$ cat src/rtl/seg_scan_display.sv
// seg_scan_display: eight-digit hex scanner over one frame-consistent snapshot of the selected CPU word.
// Optional leading-zero blanking is enabled by defining SEG_LZ_BLANK_EN.
module seg_scan_display #(
  parameter int TICK_DIV = 100000,
  parameter int TICK_W   = 17
) (
  input  logic        clk,
  input  logic        rst,
  input  logic [1:0]  ShiftA,
  input  logic [3:0]  ShiftB,
  input  logic [31:0] SyscallOut,
  input  logic [31:0] total_cycle,
  input  logic [15:0] unconditional,
  input  logic [15:0] conditional,
  input  logic [31:0] DataMemory,
  output logic [7:0]  AN,
  output logic        CA,
  output logic        CB,
  output logic        CC,
  output logic        CD,
  output logic        CE,
  output logic        CF,
  output logic        CG,
  output logic        DP,
  output logic [3:0]  dmaddr_light
);
  logic [TICK_W-1:0] cnt_q, cnt_d;
  logic [2:0]        dig_q, dig_d;
  logic [31:0]       shadow_q, shadow_d;
  logic [1:0]        mode_q, mode_d;
  logic [7:0]        an_q, an_d;
  logic [6:0]        seg_q, seg_d;
  logic              dp_q, dp_d;
  logic [3:0]        dm_q;
  logic              tick, wrap, blank;
  logic [31:0]       sel, word;
  logic [4:0]        base;
  logic [3:0]        nib;
  logic [1:0]        frame_mode;

  function automatic logic [6:0] seg_of(input logic [3:0] n);
    case (n)
      4'h0: seg_of = 7'b0000001;
      4'h1: seg_of = 7'b1001111;
      4'h2: seg_of = 7'b0010010;
      4'h3: seg_of = 7'b0000110;
      4'h4: seg_of = 7'b1001100;
      4'h5: seg_of = 7'b0100100;
      4'h6: seg_of = 7'b0100000;
      4'h7: seg_of = 7'b0001111;
      4'h8: seg_of = 7'b0000000;
      4'h9: seg_of = 7'b0000100;
      4'hA: seg_of = 7'b0001000;
      4'hB: seg_of = 7'b1100000;
      4'hC: seg_of = 7'b0110001;
      4'hD: seg_of = 7'b1000010;
      4'hE: seg_of = 7'b0110000;
      default: seg_of = 7'b0111000;
    endcase
  endfunction

  always_comb begin
    tick       = cnt_q == TICK_W'(TICK_DIV - 1);
    cnt_d      = tick ? '0 : cnt_q + TICK_W'(1);
    wrap       = dig_q == 3'd7;
    dig_d      = tick ? dig_q + 3'd1 : dig_q;
    sel        = ShiftA == 2'b00 ? SyscallOut :
                 ShiftA == 2'b01 ? total_cycle :
                 ShiftA == 2'b10 ? {unconditional, conditional} : DataMemory;
    shadow_d   = tick && wrap ? sel : shadow_q;
    mode_d     = tick && wrap ? ShiftA : mode_q;
    // The digit-0 slot is driven in the same tick that takes the snapshot, so it reads the live selection.
    word       = wrap ? sel : shadow_q;
    frame_mode = wrap ? ShiftA : mode_q;
    base       = {dig_d, 2'b00};
    nib        = word[base +: 4];
`ifdef SEG_LZ_BLANK_EN
    blank      = (dig_d != 3'd0) && ((word >> base) == 32'd0);
`else
    blank      = 1'b0;
`endif
    an_d       = tick ? (blank ? 8'hFF : ~(8'h01 << dig_d)) : an_q;
    seg_d      = tick ? (blank ? 7'h7F : seg_of(nib)) : seg_q;
    dp_d       = tick ? ~(!blank && dig_d == 3'd4 && frame_mode == 2'b10) : dp_q;
  end

  always_ff @(posedge clk) begin
    if (rst) begin
      cnt_q    <= '0;
      dig_q    <= 3'd7;
      shadow_q <= '0;
      mode_q   <= 2'b00;
      an_q     <= 8'hFF;
      seg_q    <= 7'h7F;
      dp_q     <= 1'b1;
      dm_q     <= 4'h0;
    end else begin
      cnt_q    <= cnt_d;
      dig_q    <= dig_d;
      shadow_q <= shadow_d;
      mode_q   <= mode_d;
      an_q     <= an_d;
      seg_q    <= seg_d;
      dp_q     <= dp_d;
      dm_q     <= ShiftB;
    end
  end

  assign AN                       = an_q;
  assign {CA, CB, CC, CD, CE, CF, CG} = seg_q;
  assign DP                       = dp_q;
  assign dmaddr_light             = dm_q;
endmodule

$ cat config.mk
export PLATFORM = sky130hd
export DESIGN_NAME = seg_scan_display
export DESIGN_NICKNAME = d
export VERILOG_FILES = /design/src/rtl/seg_scan_display.sv
export SDC_FILE = /design/constraint.sdc
export NUM_CORES = 1
export LEC_CHECK = 0
export ABC_AREA = 1
export CAP_MARGIN = 20
export CORE_ASPECT_RATIO = 2
export CORE_MARGIN = 2
export CORE_UTILIZATION = 35
export CTS_CLUSTER_SIZE = 30
export DETAILED_ROUTE_END_ITERATION = 8
export GPL_TIMING_DRIVEN = 0
export PLACE_DENSITY = 0.62
export SYNTH_ARGS = -nofsm -noshare
export SYNTH_HDL_FRONTEND = slang
export SYNTH_SLANG_ARGS = --single-unit
$ cat constraint.sdc
create_clock -name clk -period 6 [get_ports clk]
set_input_delay 0.6 -clock clk [delete_from_list [all_inputs] [get_ports clk]]
set_output_delay 0.6 -clock clk [all_outputs]
set_load 0.02 [all_outputs]
After elaboration in Yosys (flattened, before gate mapping)
Memory sizes are Yosys's and may differ from the RTL's. A register that Yosys moved wholly into a read port is not among the register bits. Cells that the tools add are included.

Flip-flop bits (word level): 67. Memory bits (read-only): 112. Input bits: 136. Output and inout bits: 20. Word-level logic and storage cells: 30. Memories kept: 1.

Memory list: (no name shown) (words 16, bits a word 7, rd ports 1, clocked after memory_dff 1, write ports 0, RTL line 42) `case (n)`.

Add/sub/neg operators: 2. Equality and inequality tests: 6. Shift operators: 2. Mux-type cells: 6. Bitwise operators: 2. Reduce and logical (&&, ||, !) cells: 4.

Operators with widths (number): $mux W32 (4); $shiftx A32 B6 Y4 (1); $add A17 B1 Y17 const B (1); $eq A17 B17 Y1 const B (1); $not A8 Y8 (1); $shl A1 B3 Y8 const A (1); $eq A3 B3 Y1 const B (2); $eq A2 B2 Y1 const B (2); $add A3 B1 Y3 const B (1); $mux W3 (1); $eq A2 B1 Y1 const B (1); $logic_and A1 B1 Y1 (2); $logic_not A2 Y1 (1); $mux W2 (1); $reduce_or A2 Y1 (1); $not A1 Y1 (1).

Longest topological paths before layout
Word-level depth: 6. Mapped depth: 21. Gate-level depth less buffers: 20.

Least setup slack after synthesis
Ideal clock, no wire load.

Kind: input to register. Start: input port ShiftA[1]. End: register seg_q[3]. Library setup time: 0.115 ns. Data arrival time: 2.449 ns. Required time: 5.885 ns. Path slack: 3.437 ns. Stages: 19. Buffers on the path: 3. Cell sequence: buf_2 -> nor2_1 -> buf_4 -> clkbuf_1 -> nand2_1 -> nand3_1 -> nand3_1 -> nand2_1 -> nand2_1 -> nand2_1 -> nand2_1 -> nand2_2 -> inv_1 -> ha_1 -> inv_1 -> nand2_1 -> nand3_1 -> nand3_1 -> nand2_1.

Cells in the longest elaborated chain, start to end: 6. Elaborated cells on any way between the ends: 8. Those cells by class: eq/ne (2); shift (1); mux (4); reduce/logical (1).

Ends and longest elaborated chain: from (decl) (RTL line 9) `input logic [1:0] ShiftA,`; $eq A2 B2 Y1 (RTL line 69) `ShiftA == 2'b10 ? {unconditional, conditional} : DataMemory;`; $mux W32 (RTL line 69); $mux W32 (RTL line 68) `ShiftA == 2'b01 ? total_cycle :`; $mux W32 (*) (RTL line 67) `sel = ShiftA == 2'b00 ? SyscallOut :`; $mux W32 (*) (RTL line 73) `word = wrap ? sel : shadow_q;`; $shiftx A32 B6 Y4 (*) (RTL line 76) `nib = word[base +: 4];`; to (decl) (RTL line 32) `logic [6:0] seg_q, seg_d;`.

Every way passes the cells marked *; elsewhere a longest branch is shown, timed or not. A chain may end at the register's enable or synchronous reset.

Worst setup path in the final report
Same ends and word-level chain as after synthesis.

==> reports/qor.txt <==
Placed Cells: 1,060
Critical Path Sink Type: flip-flop
First-iteration detailed-routing DRC count: 334
Cells after synthesis: 751
Clock Tree Root: clkbuf_16
Hold Path End: cnt_q[0]$_SDFF_PP0_
Final net count: 1,061
TritonRoute pass-1 iters: 5
I/O pins: 156
Crit Path Max Fanout: 10
CTS buffer count: 9
Vias in the first global route: 5,216
Pwr dens: 209.1 nW/um^2
Power share of the clock group: 47.3%
Mux contribution to synthesized area: 0%
Global-route wire length before repair: 25,820 um
Overflow after GRT: 0
Die width: 86.11 um
Drt drc: 0
Net Sw Power: 344.4 uW
Clk slew on worst S/H paths: 60 ps
Clock buffer depth: 2
Syn avg cell area: 6.284 um^2
Post-Synth Simple-Gate Area: 39.00%
Proportion of synthesized chip area in sequential cells: 31.39%
#FFs+latches synth: 74
Commonest non-fill, non-tap cell in the layout: nand2_1
Hold Vio Cnt, Final: 0
Critical setup path kind: input port to flip-flop
Syn Nets: 896
Commonest cells after routing, fill and taps aside: nand2_1 (190), clkdlybuf4s50_1 (154), nor2_1 (92)
Sw Share: 24.14%
Hold Path Depth: 1
Total vias in the final route: 5,500
Minimum clock period: 3338 ps
TNS Setup: 0 ps
Placed instance area: 6455 um^2
FF-to-FF Start: dig_q[0]$_SDFF_PP1_
Static Leakage: 2.900 nW
Fmax: 299.6 MHz
Largest family of logic cells by synthesized area: simple AND/OR/NAND/NOR gates
Logic pwr share: 18.0%
Post-route cell area: 6823 um^2
Height of the die: 168.2 um
Layout cells sized above 1: 8.360%
Detail Route Antenna Nets: 0
ANT cells: 0
Synth Warn #: 0
Clk_lat worst skew: 340 ps
Critical path data required time: 6230 ps
Post-CTS Hold Buffers: 0
Setup repair after global routing missed its margin: no
FF-to-FF setup slack: 3070 ps
CTS tree: yes
PostCTS Resize Cnt: 0
Routability cong.: 0.8889
Routed WL per cell: 15.14 um
Slew HR: 59.35%
GRT Total Usage: 22.59%
Total Die Area: 14,490 um^2
Final non-filler cell total: 1,076
Top cell type's share of synthesized area: 31.39%
Area growth syn-to-layout: 44.57%
Status: finished, final reports clean
Min-delay src: cnt_q[0]$_SDFF_PP0_
Distinct cells, synth: 35
HP Class: flip-flop to flip-flop
Setup violations, final: 0
Ranking of synthesized cells by area: dfxtp_1 (31%), nand2_1 (15%), nand3_1 (7.4%), nor2_1 (7.3%), o21ai_0 (6.3%)
Worst R2R End: seg_q[3]$_SDFFE_PP1N_
Routed WL: 16,290 um
Max-slew violation count: 0
DP Wirelength: 12,570 um
Initial core utilization: 35.52%
Crit share post-route: 55.64%
Antenna violations before repair: 0
Synth Area in Compound Gates: 17.74%
Mapped cell area: 4720 um^2
R2r worst-path depth: 16
Ys flop type: dfxtp_1
Final Skew: 6.477 ps
Num rows: 60
Worst VDD drop: 0.1250 mV
IO Port Bufs: 154
Number of synthesized flops with an enable pin: 0
Xor and xnor area share after synthesis: 0.1856%
Sequential Power Share: 34.7%
Crit path DAT: 3570 ps
Worst-Margin Slew: 603.4 ps
Post-CTS setup buffers: 0
Crit start category: input port
Area leader, netlist: dfxtp_1
H-tree Lvls: 3
Maxcap violations: 0
Pin count of the biggest net entering global routing: 13
Ys async rst share: 0%
Fin Hold WS: 445.7 ps
Vias per cell: 5.112
Post-Synth Adder-Cell Area: 2.386%
Internal power: 1.082 mW
Core area: 13,290 um^2
Clock sink total: 74
-- cells in the mapped netlist, drive strengths merged (7+ instances only) --
cell and number:
nor3 7, nand3 76, a31oi 32, clkbuf 22
a21oi 45, nand2 202, inv 65, dfxtp 74
buf 16, or2 21, ha 9, o22ai 8
o21ai 61, nor2 93
-- worst max-delay path, stage by stage --
cell             delay (ps)
clkdlybuf4s50_1         470
buf_2                   220
nand2_2                 130
nand2_1                 260
clkbuf_1                310
o21ai_0                 270
nand3_1                 150
nand3_1                  80
nand2_1                  70
nand2_1                  50
nand2_1                  50
nand2_1                  60
nand2_2                 120
inv_1                   110
ha_1                    310
inv_1                    40
nand2_1                  60
nand3_1                  60
nand3_1                 100
nand2_1                  50
-- registers in the layout, summed over array words and instances, names as in the netlist --
register,count
seg_q,7
DP,1
dig_q,3
mode_q,2
dmaddr_light,4
shadow_q,32
AN,8
cnt_q,17
-- power groups by stage --
stage	combinational [mW]	clock, mW	sequential [mW]
floorplan	0.120	0	0.508
global placement	0.253	0	0.507
detailed placement	0.255	0	0.507
CTS	0.256	0.680	0.496
global route	0.283	0.700	0.496
finish	0.256	0.675	0.496
-- through the flow --
stage | power [mW] | setup slack [ps] | util [%]
after floorplan | 0.6283 | 3437 | -
after global placement | 0.7597 | 2379 | 48.58
after detailed placement | 0.7612 | 2375 | 48.58
after CTS | 1.432 | 2701 | 51.35
after global routing | 1.479 | 2399 | 51.35
final | 1.427 | 2662 | 51.35
-- per-layer routing --
metal / global-route usage, % / wire, um / up-vias / part of all wire [%]
li1: - / - / 2806 / -
met4: 9.179 / 567 / 0 / 3.5
met3: 3.627 / 867 / 33 / 5.3
met5: 0 / 0 / - / 0
met1: 26.03 / 6658 / 2486 / 41
met2: 40.44 / 8198 / 175 / 50
-- worst max-delay path by stage --
| stage | from | end | slack, ps | cells past startpoint |
|---|---|---|---|---|
| after global routing | ShiftA[1] | seg_q[3]$_SDFFE_PP1N_ | 2400 | 20 |
| after CTS | ShiftA[1] | seg_q[3]$_SDFFE_PP1N_ | 2700 | 20 |
| after floorplan | ShiftA[1] | seg_q[3]$_SDFFE_PP1N_ | 3440 | 19 |
| after detailed placement | ShiftA[1] | seg_q[3]$_SDFFE_PP1N_ | 2370 | 20 |
| after global placement | ShiftA[1] | seg_q[3]$_SDFFE_PP1N_ | 2380 | 20 |
| final | ShiftA[1] | seg_q[3]$_SDFFE_PP1N_ | 2660 | 20 |
-- cells by family after synthesis --
group / count (synthesis)
buf+inv: 104
xor+xnor: 1
flops: 74
simple gates: 411
fa+ha+maj: 9
compound gates: 152
-- area by class of cell --
class,instances,area (um^2)
buffer,38,190.2
inverter,66,249.0
fill,1383,6465
tap,155,193.9
timing repair buffer,154,1541
clock inverter,5,125.1
clock buffer,11,242.7
sequential,74,1481
multi-input combinational,573,2799
(Power assumes the default switching activity.)
